### config.mk
export PLATFORM = sky130hd
export DESIGN_NAME = mem_addr_responder
export DESIGN_NICKNAME = d
export VERILOG_FILES = /design/src/rtl/mem_addr_responder.sv
export SDC_FILE = /design/constraint.sdc
export NUM_CORES = 2
export LEC_CHECK = 0
export BUFFER_PORTS_ARGS = -buffer_cell sky130_fd_sc_hd__buf_2
export CAP_MARGIN = 20
export CORE_MARGIN = 5
export CORE_UTILIZATION = 53
export DETAILED_ROUTE_END_ITERATION = 8
export PLACE_DENSITY_LB_ADDON = 0.25
export SLEW_MARGIN = 20
export SYNTH_ARGS = -nofsm -noshare
export SYNTH_HDL_FRONTEND = slang
export SYNTH_SLANG_ARGS = --single-unit
### constraint.sdc
create_clock -name clock -period 3.1 [get_ports clock]
set_input_delay 0.62 -clock clock [delete_from_list [all_inputs] [get_ports clock]]
set_output_delay 0.62 -clock clock [all_outputs]
set_load 0.1 [all_outputs]
### src/rtl/mem_addr_responder.sv
// Memory-side responder on the shared address bus: latches the address, waits a
// settle time, performs one read or write on an internal byte array, then acks.
module mem_addr_responder #(
  parameter int unsigned ADDR_BUS_WIDTH = 8,
  parameter int unsigned DATA_WIDTH     = 8,
  parameter int unsigned SETTLE_CYCLES  = 3
) (
  input  logic                      clock,
  input  logic                      reset_n,
  input  logic [ADDR_BUS_WIDTH-1:0] addr,
  input  logic                      rd_req,
  input  logic                      wr_req,
  input  logic [DATA_WIDTH-1:0]     data_in,
  output logic [DATA_WIDTH-1:0]     data_out,
  output logic                      data_oe,
  output logic                      ack,
  output logic                      busy,
  output logic                      abort,
  output logic                      err
);

  typedef enum logic [1:0] {IDLE, SETTLE, ACCESS, HOLD} state_t;

  state_t                    state, state_d;
  logic [3:0]                cnt, cnt_d;
  logic [ADDR_BUS_WIDTH-1:0] addr_q;
  logic                      op_wr;
  logic                      accept, withdraw;
  logic [DATA_WIDTH-1:0]     data_out_d;
  logic                      data_oe_d, ack_d, busy_d, abort_d, err_d;

  logic [DATA_WIDTH-1:0]     mem [2**ADDR_BUS_WIDTH];

  assign accept   = (state == IDLE) && (rd_req ^ wr_req);
  // Withdrawal: the latched request dropped, or the opposite one was raised.
  assign withdraw = op_wr ? (!wr_req || rd_req) : (!rd_req || wr_req);

  always_ff @(posedge clock) begin
    if (!reset_n) begin
      state    <= IDLE;
      cnt      <= '0;
      addr_q   <= '0;
      op_wr    <= 1'b0;
      data_out <= '0;
      data_oe  <= 1'b0;
      ack      <= 1'b0;
      busy     <= 1'b0;
      abort    <= 1'b0;
      err      <= 1'b0;
    end else begin
      state    <= state_d;
      cnt      <= cnt_d;
      data_out <= data_out_d;
      data_oe  <= data_oe_d;
      ack      <= ack_d;
      busy     <= busy_d;
      abort    <= abort_d;
      err      <= err_d;
      if (accept) begin
        addr_q <= addr;
        op_wr  <= wr_req;
      end
    end
  end

  always_ff @(posedge clock) begin
    if (reset_n && state == ACCESS && op_wr) begin
      mem[addr_q] <= data_in;
    end
  end

  always_comb begin
    state_d = state;
    cnt_d   = cnt;
    unique case (state)
      IDLE: begin
        if (accept) begin
          state_d = SETTLE;
          cnt_d   = '0;
        end
      end
      SETTLE: begin
        if (withdraw) begin
          state_d = IDLE;
        end else if (cnt == 4'(SETTLE_CYCLES - 1)) begin
          state_d = ACCESS;
        end else begin
          cnt_d = cnt + 4'd1;
        end
      end
      ACCESS: state_d = HOLD;
      HOLD: begin
        if (!rd_req && !wr_req) begin
          state_d = IDLE;
        end
      end
      default: state_d = IDLE;
    endcase
  end

  // Outputs are registered, so each is computed from the transition being taken.
  always_comb begin
    ack_d      = (state == ACCESS);
    abort_d    = (state == SETTLE) && withdraw;
    err_d      = (state == IDLE) && rd_req && wr_req;
    busy_d     = (state_d != IDLE);
    data_oe_d  = (state_d == HOLD) && !op_wr;
    data_out_d = data_out;
    if (state == ACCESS && !op_wr) begin
      data_out_d = mem[addr_q];
    end
  end

endmodule

==> results by group <==
Outcome
  – Status: finished clean

Clocking
  – # clock sinks: 2076
  – CTS tree: done
  – Worst skew pair latency: about 0.84 ns
  – H-tree depth reported by CTS: 4
  – CTS Buf Count: 200
  – # hold bufs at CTS: 0
  – Clk pin slew, worst setup/hold paths: 0.06 ns
  – Maximum buffer depth of the clock tree: 3
  – CTS root buffer: clkbuf_16

Critical path
  – WS Path Type: flip-flop to flip-flop
  – CP Data Required Time: 3.82 ns
  – Crit-path max FO: 43
  – Crit end category: flip-flop
  – Critical Path AT: between 3 and 4 ns
  – Startpoint Class: flip-flop

Timing
  – Final Hold Slack: 0.0747 ns
  – Slew margin rel.: 38.1%
  – Clk_skew: approximately 0.040 ns
  – Max Fclk: 326 MHz
  – Worst-margin pin slew: a little over 0.9 ns
  – Hold Fails Final Rpt: 0
  – Worst setup margin: 0.0363 ns
  – Final setup fails: 0
  – Period utilization: roughly 100%
  – Fin crit period: 3.06 ns
  – Fin. max-slew vios: 0
  – Setup TNS: 0 ns

Floorplanning
  – Initial core utilization: between 50% and 60%
  – Die height: roughly 400 µm
  – Num ports: 33
  – Die width: 401 µm
  – Placeable Area: 152000 µm²
  – Die area: 161000 µm²
  – Cell Rows: 143

Detailed routing
  – Per-cell routed wire length: 30.0 µm
  – Initial DRC Count: 5646
  – Via Count: 42000
  – Vias per Instance: 6.23
  – Routed WL: ~200 mm
  – Remaining DRCs: 0
  – Drt pass-1 iters: 6
  – Antenna Nets Post-Route: 0

Placed design
  – Placed instance count: 6369
  – Dpl ws: -0.435 ns
  – Placed cell areas: 87400 µm²
  – Detail Placement HPWL: 131 mm
  – GP Congestion: 0.923
  – Port bufs: 32

Power and ir drop
  – Leak: 29.8 nW
  – Power density cells: 619 nW/µm²
  – Final Power: 58.2 mW
  – Max VDD drop: 639 µV

Logic synthesis
  – Cells after Synth: 3972
  – Mapped Area: about 81000 µm²
  – EDFF count, synth: just over 2000
  – Prevailing post-synth register cell: edfxtp_1
  – Yosys reg bits: 2076
  – Yosys warnings: 0
  – Syn Nets: 3997
  – Seq/Total Area, Yosys: 76.5%
  – Ys async rst share: 0%
  – Unique masters post-synth: 73
  – Average size of a mapped cell: 20.4 µm²

GRT
  – Total GRT Usage: 25.0%
  – First-pass GRT wire length: roughly 300 mm
  – GRT Residual Overflow: 0
  – Initial antenna violation count: 4
  – Vias in the first global route: 42000
  – Largest net degree at the start of global routing: 109

Layout
  – Final Net Count: 4575
  – Syn-to-layout area delta: 15.8%
  – Final std cells w/o fill: around 6800
  – Design Area, Final: ~94000 µm²
  – Most frequent cells in the layout: 2048 x edfxtp_1, 511 x buf_4, 443 x mux4_2
  – Fin util: 61.8%
  – Layout cells sized above 1: 29.0%
  – Commonest non-fill, non-tap cell in the layout: edfxtp_1

Flow run
  – Max cap viols: 0

Min path
  – Class of the worst hold path: primary input to flip-flop
==> kinds of logic after synthesis <==
| family | count (synthesis) | share of synthesized area (%) |
|---|---|---|
| and+or+nand+nor | 646 | 3.50 |
| DFF | 2076 | 76.5 |
| xor gates and xnor gates | 2 | 0.0216 |
| AOI/OAI and AO/OA | 308 | 2.58 |
| adders and majority gates | 5 | 0.0771 |
| muxes | 696 | 15.4 |
| buffers and inverters | 239 | 1.91 |
==> final timing paths <==
kind	from	end	slack [ns]	depth (start not counted)
worst max-delay path	addr_q[1]	data_out[1]	0.04	11
worst min-delay path	reset_n	ack	0.07	3
worst max register to register	addr_q[1]	data_out[1]	0.04	11
worst min register to register	cnt[1]	cnt[1]	0.54	2
==> sequential cells by signal, summed over array words and instances (netlist names) <==
name / cells
err: 1
op_wr: 1
cnt: 4
data_out: 8
abort: 1
data_oe: 1
busy: 1
addr_q: 8
ack: 1
mem: 2048
state: 2
==> routing by layer <==
metal / share of wire (%) / global-route usage, % / vias up
met4: 3.1 / 7.35 / 0
met5: 0 / 0 / -
met3: 10 / 5.05 / 346
met2: 47 / 38.4 / 2215
li1: - / - / 17600
met1: 40 / 37.1 / 21900
==> synthesized netlist by cell type, drive strengths merged, types with 3 or more instances <==
master      n  area share (%)
a2111oi     6           0.074
a211oi      6           0.056
a21oi      36            0.22
a221oi      6           0.065
a22oi      82            0.76
a311oi      6           0.065
a31oi       4           0.031
a32oi       9           0.097
a41o        3           0.037
a41oi       3           0.032
and2        5           0.039
and3       16            0.12
and4        3           0.032
buf       171             1.6
clkbuf     59            0.27
dfxtp      28            0.69
edfxtp   2048              76
ha          5           0.077
inv         8           0.037
mux2        9            0.12
mux2i     244             3.0
mux4      443              12
nand2     149            0.69
nand2b     10           0.077
nand3      59            0.36
nand4      13            0.10
nand4b      3           0.040
nor2      324             1.5
nor2b      11           0.085
nor3       17            0.10
nor3b       7           0.071
nor4       14            0.12
o211ai     17            0.16
o21a        3           0.028
o21ai      42            0.26
o22ai      65            0.50
o31ai       8           0.074
or2         3           0.023
==> power by group <==
part / internal (mW) / switching, mW / total, mW
registers: 30.8 / 0.0425 / 30.9
clock network: 13.0 / 10.2 / 23.3
logic: 1.58 / 2.45 / 4.04
total: 45.5 / 12.7 / 58.2
==> worst max-delay path, cell delays in order, from the launching register on <==
cell and delay, ns:
dfxtp_4 0.47, buf_4 0.18, clkbuf_16 0.20, buf_4 0.14, buf_12 0.23, mux4_2 0.38, a22oi_1 0.46, nand2_1 0.11
nor3_1 0.21, buf_4 0.16, a41o_1 0.28, o21ai_1 0.09
==> cell type report <==
type / count / area, µm²
inverters: 9 / 36.3
fillers: 10600 / 58100
clock inverters: 130 / 1050
multi-input cells: 1657 / 17700
repair buffers: 606 / 5380
flip-flops and latches: 2076 / 62100
clock buffers: 242 / 5200
well taps: 2030 / 2540
diodes: 2 / 5.00
==> timing repair <==
item | CTS | global route
pin swaps | 1 | 1
setup endpoints to repair | 6 | 8
cloned | 1 | 3
buffers inserted | 0 | 5
resized for setup | 15 | 14
Note: power is estimated with default switching activity, not from simulation.
